$ cat src/rtl/set_key_conditioner_pkg.sv
// Shared types and default timing for the alarm-clock set-key front end.
// This package holds the key FSM state encoding and the counter-width helper.
package set_key_conditioner_pkg;

  typedef enum logic [1:0] {
    KS_IDLE  = 2'd0,
    KS_DELAY = 2'd1,
    KS_RATE  = 2'd2
  } key_state_e;

  localparam int DEF_DEBOUNCE_CYCLES = 4;
  localparam int DEF_REPEAT_DELAY    = 16;
  localparam int DEF_REPEAT_RATE     = 4;

  // Width of a counter that must hold the values 0..n-1, never less than 1 bit.
  function automatic int cnt_w(input int n);
    return (n <= 2) ? 1 : $clog2(n);
  endfunction

endpackage

$ cat src/rtl/set_key_conditioner_debounce.sv
// Two-flop synchroniser followed by a stable-count debouncer for one raw input.
// db only follows the synchronised input after DEBOUNCE_CYCLES consecutive disagreeing samples.
module key_debounce
  import set_key_conditioner_pkg::*;
#(
  parameter int DEBOUNCE_CYCLES = DEF_DEBOUNCE_CYCLES
) (
  input  logic clk,
  input  logic reset_n,
  input  logic raw,
  output logic db
);

  localparam int CW = cnt_w(DEBOUNCE_CYCLES);
  localparam logic [CW-1:0] CNT_LAST = CW'(DEBOUNCE_CYCLES - 1);

  logic          q1_q, q2_q;
  logic          db_q, db_d;
  logic [CW-1:0] cnt_q, cnt_d;

  always_comb begin
    db_d  = db_q;
    cnt_d = cnt_q;
    if (q2_q == db_q) begin
      cnt_d = '0;
    end else if (cnt_q == CNT_LAST) begin
      db_d  = q2_q;
      cnt_d = '0;
    end else begin
      cnt_d = cnt_q + CW'(1);
    end
  end

  always_ff @(posedge clk or negedge reset_n) begin
    if (!reset_n) begin
      q1_q  <= 1'b0;
      q2_q  <= 1'b0;
      db_q  <= 1'b0;
      cnt_q <= '0;
    end else begin
      q1_q  <= raw;
      q2_q  <= q1_q;
      db_q  <= db_d;
      cnt_q <= cnt_d;
    end
  end

  assign db = db_q;

endmodule

$ cat src/rtl/set_key_conditioner.sv
// Set-button conditioner for the alarm-clock Timer: debounce every key, turn each
// hours/mins press into one pulse plus auto-repeat, and pass the switch level through.
module set_key_conditioner
  import set_key_conditioner_pkg::*;
#(
  parameter int DEBOUNCE_CYCLES = DEF_DEBOUNCE_CYCLES,
  parameter int REPEAT_DELAY    = DEF_REPEAT_DELAY,
  parameter int REPEAT_RATE     = DEF_REPEAT_RATE
) (
  input  logic       clk,
  input  logic       reset_n,
  input  logic       key_hours_raw,
  input  logic       key_mins_raw,
  input  logic       key_tog_raw,
  output logic       hours_set,
  output logic       mins_set,
  output logic       Toggle_switch,
  output key_state_e dbg_hours_state_o,
  output key_state_e dbg_mins_state_o
);

  localparam int RW = cnt_w(REPEAT_DELAY);
  localparam logic [RW-1:0] DELAY_LAST = RW'(REPEAT_DELAY - 1);
  localparam logic [RW-1:0] RATE_LAST  = RW'(REPEAT_RATE - 1);

  logic [1:0] key_db;
  logic [1:0] key_set;
  logic       tog_db;
  logic       tog_q;
  key_state_e key_state [2];

  key_debounce #(.DEBOUNCE_CYCLES(DEBOUNCE_CYCLES)) u_db_hours (
    .clk(clk), .reset_n(reset_n), .raw(key_hours_raw), .db(key_db[0])
  );
  key_debounce #(.DEBOUNCE_CYCLES(DEBOUNCE_CYCLES)) u_db_mins (
    .clk(clk), .reset_n(reset_n), .raw(key_mins_raw), .db(key_db[1])
  );
  key_debounce #(.DEBOUNCE_CYCLES(DEBOUNCE_CYCLES)) u_db_tog (
    .clk(clk), .reset_n(reset_n), .raw(key_tog_raw), .db(tog_db)
  );

  // Channel 0 is hours, channel 1 is minutes; the two never interact.
  for (genvar g = 0; g < 2; g++) begin : g_key
    key_state_e    state_q, state_d;
    logic [RW-1:0] rcnt_q, rcnt_d;
    logic          pulse_q, pulse_d;
    logic          set_q;

    always_comb begin
      state_d = state_q;
      rcnt_d  = rcnt_q;
      pulse_d = 1'b0;
      case (state_q)
        KS_IDLE: begin
          if (key_db[g]) begin
            pulse_d = 1'b1;
            state_d = KS_DELAY;
            rcnt_d  = '0;
          end
        end
        KS_DELAY: begin
          if (!key_db[g]) begin
            state_d = KS_IDLE;
            rcnt_d  = '0;
          end else if (rcnt_q == DELAY_LAST) begin
            pulse_d = 1'b1;
            state_d = KS_RATE;
            rcnt_d  = '0;
          end else begin
            rcnt_d = rcnt_q + RW'(1);
          end
        end
        KS_RATE: begin
          if (!key_db[g]) begin
            state_d = KS_IDLE;
            rcnt_d  = '0;
          end else if (rcnt_q == RATE_LAST) begin
            pulse_d = 1'b1;
            rcnt_d  = '0;
          end else begin
            rcnt_d = rcnt_q + RW'(1);
          end
        end
        default: begin
          state_d = KS_IDLE;
          rcnt_d  = '0;
        end
      endcase
    end

    // set_q is a retiming stage so the Timer sees a clean flop output.
    always_ff @(posedge clk or negedge reset_n) begin
      if (!reset_n) begin
        state_q <= KS_IDLE;
        rcnt_q  <= '0;
        pulse_q <= 1'b0;
        set_q   <= 1'b0;
      end else begin
        state_q <= state_d;
        rcnt_q  <= rcnt_d;
        pulse_q <= pulse_d;
        set_q   <= pulse_q;
      end
    end

    assign key_set[g]   = set_q;
    assign key_state[g] = state_q;
  end

  always_ff @(posedge clk or negedge reset_n) begin
    if (!reset_n) tog_q <= 1'b0;
    else          tog_q <= tog_db;
  end

  assign hours_set         = key_set[0];
  assign mins_set          = key_set[1];
  assign Toggle_switch     = tog_q;
  assign dbg_hours_state_o = key_state[0];
  assign dbg_mins_state_o  = key_state[1];

endmodule
$ cat config.mk
export PLATFORM = sky130hd
export DESIGN_NAME = set_key_conditioner
export DESIGN_NICKNAME = d
export VERILOG_FILES = /design/src/rtl/set_key_conditioner_pkg.sv /design/src/rtl/set_key_conditioner_debounce.sv /design/src/rtl/set_key_conditioner.sv
export SDC_FILE = /design/constraint.sdc
export NUM_CORES = 1
export LEC_CHECK = 0
export ABC_AREA = 1
export CORE_MARGIN = 2
export CORE_UTILIZATION = 25
export DETAILED_ROUTE_END_ITERATION = 7
export GPL_TIMING_DRIVEN = 0
export PLACE_DENSITY = 0.42
export SYNTH_ARGS = -nofsm -noshare
export SYNTH_HDL_FRONTEND = slang
export SYNTH_SLANG_ARGS = --single-unit
$ cat constraint.sdc
create_clock -name clk -period 1.7 [get_ports clk]
set_clock_uncertainty 0.1 [all_clocks]
set_input_delay 0.51 -clock clk [delete_from_list [all_inputs] [get_ports clk]]
set_output_delay 0.51 -clock clk [all_outputs]
set_load 0.05 [all_outputs]
==> results.yml <==
synthesis:
  synthesis.area_um2: 1530
  seq_area_frac_synth: 0.525
  synth.top_cells.by_count: "32 x sky130_fd_sc_hd__dfrtp_1, 25 x sky130_fd_sc_hd__nand2_1, 20 x sky130_fd_sc_hd__inv_1, 15 x sky130_fd_sc_hd__ha_1, 10 x sky130_fd_sc_hd__nand2_2"
  most_repeated_cell_in_the_gate_level_netlist_after_synthesis: "sky130_fd_sc_hd__dfrtp_1"
  yosys_register_bits: 32
  post_synth_main_area_contributors: "sky130_fd_sc_hd__dfrtp_1 52%, sky130_fd_sc_hd__ha_1 12%, sky130_fd_sc_hd__nand2_1 6.1%"
  synth_top_cell_area_share: 0.525
  synth_top_cell_by_area: "sky130_fd_sc_hd__dfrtp_1"
  avgSynthCellArea_um2: 9.85
  postSynthNetCount: 175
  syn-instance-count: 155
  async_reset_ff_frac: 1.00
  yosys_warnings: 0
  yosysUniqueCellTypes: 21
  dominantRegCellSynth: "sky130_fd_sc_hd__dfrtp_1"
  post_synth_edffs: 0
clock_network:
  cts.htree.levels: 2
  cts_sinks: 32
  post-cts-setup-buffers: 0
  cts_root_buffer: "sky130_fd_sc_hd__clkbuf_8"
  worst_skew_pair.late_latency_ps: 280
  clk_pin_slew_ps: 70
  cts_tree: "done"
  cts.path.max_buffers: 2
  numCtsBuffers: 5
route:
  route.detailed.wl_per_inst_um: 10.2
  route.final.wire_length_mm: 2.55
  post_drt_via_cell_ratio: 4.12
  starting_drt_drc_count: 48
  route.antenna.remaining_nets: 0
  route.detailed.drc: 0
  num_vias: 1026
  drtPass1Iterations: 4
sta:
  final_hold_viol_count: 0
  tcrit_tclk_final: 0.944
  setup_viol_count_final: 0
  layout_min_cycle_time_ps: 1600
  final_critical_path_setup_slack_ps: 95.1
  tightestPinTransition_ps: 716
  grt_setup_unrepaired: "false"
  clock.fmax_mhz: 623
  slew_viol_final: 0
  timing.slew.headroom: 0.523
  timing.hold.ws_ps: 182
power:
  switchingPower_mw: 1.37
  cellInternalPower_mw: 1.77
  comb_power_share: 0.437
  clockPowerShare: 0.190
  powerDensity_nw_per_um2: 1740
  ir_worst_vdd_uv: 620
  power_leakage_nw: 0.906
  sw_frac_of_total: 0.435
  sequentialPowerShare: 0.372
final_layout:
  post-route-cell-area_um2: 1800
  areaGrowthSynthToFinish_pct: 17.9
  drive_above_1_share: 0.213
  insertedDiodeCount: 0
  final_nets: 193
  stdcell_count: 249
die:
  io_pins: 12
  die_height_um: 82.1
  floorplan.die.width_um: 82.1
  std_cell_rows: 28
  placeable_area_um2: 5920
  die_ar_um2: 6750
  effective_utilization_at_floorplan: 0.258
run_status:
  status: "finished, final reports clean"
global_route:
  number_of_antenna_violations_at_the_first_check_in_global_routing: 0
  grt.overflow.total: 0
  grt.total_usage: 0.0896
  first_global_vias: 1084
  grt_pass1_wl_mm: 4.55
  grt_max_degree: 33
placement:
  placement.cell_area_um2: 1730
  place.port_buffers: 11
  place.gp.congestion: 0.786
  dpl.hpwl_mm: 1.91
  inst_count_dp: 241
  dp_worst_setup_slack_ps: -142
worst_setup_path:
  max_fanout_on_critical_path: 5
  r2r_slack_ps: 220
  critPathArrivalTime_ps: 990
  start_kind: "register"
  slowest_cp_cell: "sky130_fd_sc_hd__dfrtp_1"
  timing_worst_setup_path_type: "register to output pin"
  worst_setup_path_end_kind: "output pin"
  crit_family: "flip-flops"
  critical-path-max-stage-delay_ps: 420
  critical_path.cell_chain: "buf_2"
  worst_ep_required_time_ps: 1090
  worst-path-buf-inv: 1
run:
  max-cap-violations: 0
hold_path:
  holdCritPathClass: "input pin to async pin"
## metal layers
layer / track usage / vias up / wire length (um)
met3: 0.0304 / 9 / 93
met4: 0.0483 / 0 / 92
met1: 0.103 / 482 / 1130
li1: - / 520 / -
met5: 0 / - / 0
met2: 0.147 / 15 / 1230
## cells by family after synthesis
family | after synthesis | share of synthesized area
adders and majority gates | 15 | 0.123
buffers and inverters | 24 | 0.0598
and+or+nand+nor | 60 | 0.188
AOI/OAI and AO/OA | 18 | 0.0689
xor gates and xnor gates | 5 | 0.0287
DFF | 32 | 0.525
muxes | 1 | 0.00738
## area by class of cell
type | count | area, um2
flip-flops and latches | 32 | 801
multi-input cells | 99 | 634
well taps | 75 | 93.8
inverters | 24 | 91.3
clock buffers | 8 | 90.1
repair buffers | 11 | 88.8
fillers | 612 | 4120
## final timing paths
check	start	endpoint	cells past startpoint
worst max-delay path	dbg_hours_state_o[0]$_DFFE_PN0P_	dbg_hours_state_o[0]	1
worst min-delay path	reset_n	dbg_mins_state_o[1]$_DFFE_PN0P_	1
worst max register to register	dbg_mins_state_o[1]$_DFFE_PN0P_	dbg_mins_state_o[1]$_DFFE_PN0P_	7
worst min register to register	g_key[0].pulse_q$_DFF_PN0_	hours_set$_DFF_PN0_	0
max in group asynchronous	reset_n	u_db_hours.db$_DFFE_PN0P_	1
min in group clk	g_key[0].pulse_q$_DFF_PN0_	hours_set$_DFF_PN0_	0
## state kept, by name (all words and copies together), names as in the netlist, 2 cells and up
signal,count
u_db_hours.cnt_q,2
u_db_tog.cnt_q,2
g_key.rcnt_q,8
g_key.pulse_q,2
dbg_hours_state_o,2
dbg_mins_state_o,2
u_db_mins.cnt_q,2
## metrics by stage
step	total power, mW	util	setup TNS (ps)
floorplan	2.23	-	0
global placement	2.59	0.292	-22460
detailed placement	2.63	0.291	-578
CTS	3.20	0.304	0
global route	3.43	0.304	0
finish	3.14	0.304	0
## repair_timing
| item | in CTS | in global routing |
|---|---|---|
| resized for setup | 29 | 0 |
| endpoints found under the setup margin | 7 | 0 |
| hold buffers | 0 | 0 |
## layout by cell type, fill, tap and decap left out
master and n:
sky130_fd_sc_hd__inv_2 3, sky130_fd_sc_hd__nand3_2 2, sky130_fd_sc_hd__mux2_2 1, sky130_fd_sc_hd__nand2_1 25
sky130_fd_sc_hd__clkbuf_8 6, sky130_fd_sc_hd__clkinv_2 1, sky130_fd_sc_hd__nand3_1 8, sky130_fd_sc_hd__a21oi_2 1
sky130_fd_sc_hd__nor2_1 8, sky130_fd_sc_hd__a21oi_1 8, sky130_fd_sc_hd__nor2_2 2, sky130_fd_sc_hd__buf_2 5
sky130_fd_sc_hd__clkdlybuf4s15_2 3, sky130_fd_sc_hd__clkdlybuf4s50_1 3, sky130_fd_sc_hd__o21ai_0 5, sky130_fd_sc_hd__or2_0 2
sky130_fd_sc_hd__xor2_1 2, sky130_fd_sc_hd__nor3_1 3, sky130_fd_sc_hd__o21ai_1 1, sky130_fd_sc_hd__dfrtp_1 32
sky130_fd_sc_hd__inv_1 20, sky130_fd_sc_hd__xnor2_1 3, sky130_fd_sc_hd__o21ai_2 3, sky130_fd_sc_hd__clkbuf_1 2
sky130_fd_sc_hd__ha_1 15, sky130_fd_sc_hd__nand2_2 10
## power groups by stage
stage                     combinational [mW]  clock, mW  sequential [mW]
final                                   1.37      0.597             1.17
after global routing                    1.56      0.662             1.20
after detailed placement                1.44          0             1.19
after floorplan                        0.796          0             1.43
after CTS                               1.40      0.628             1.17
after global placement                  1.41          0             1.18
Note: power is estimated with default switching activity, not from simulation.
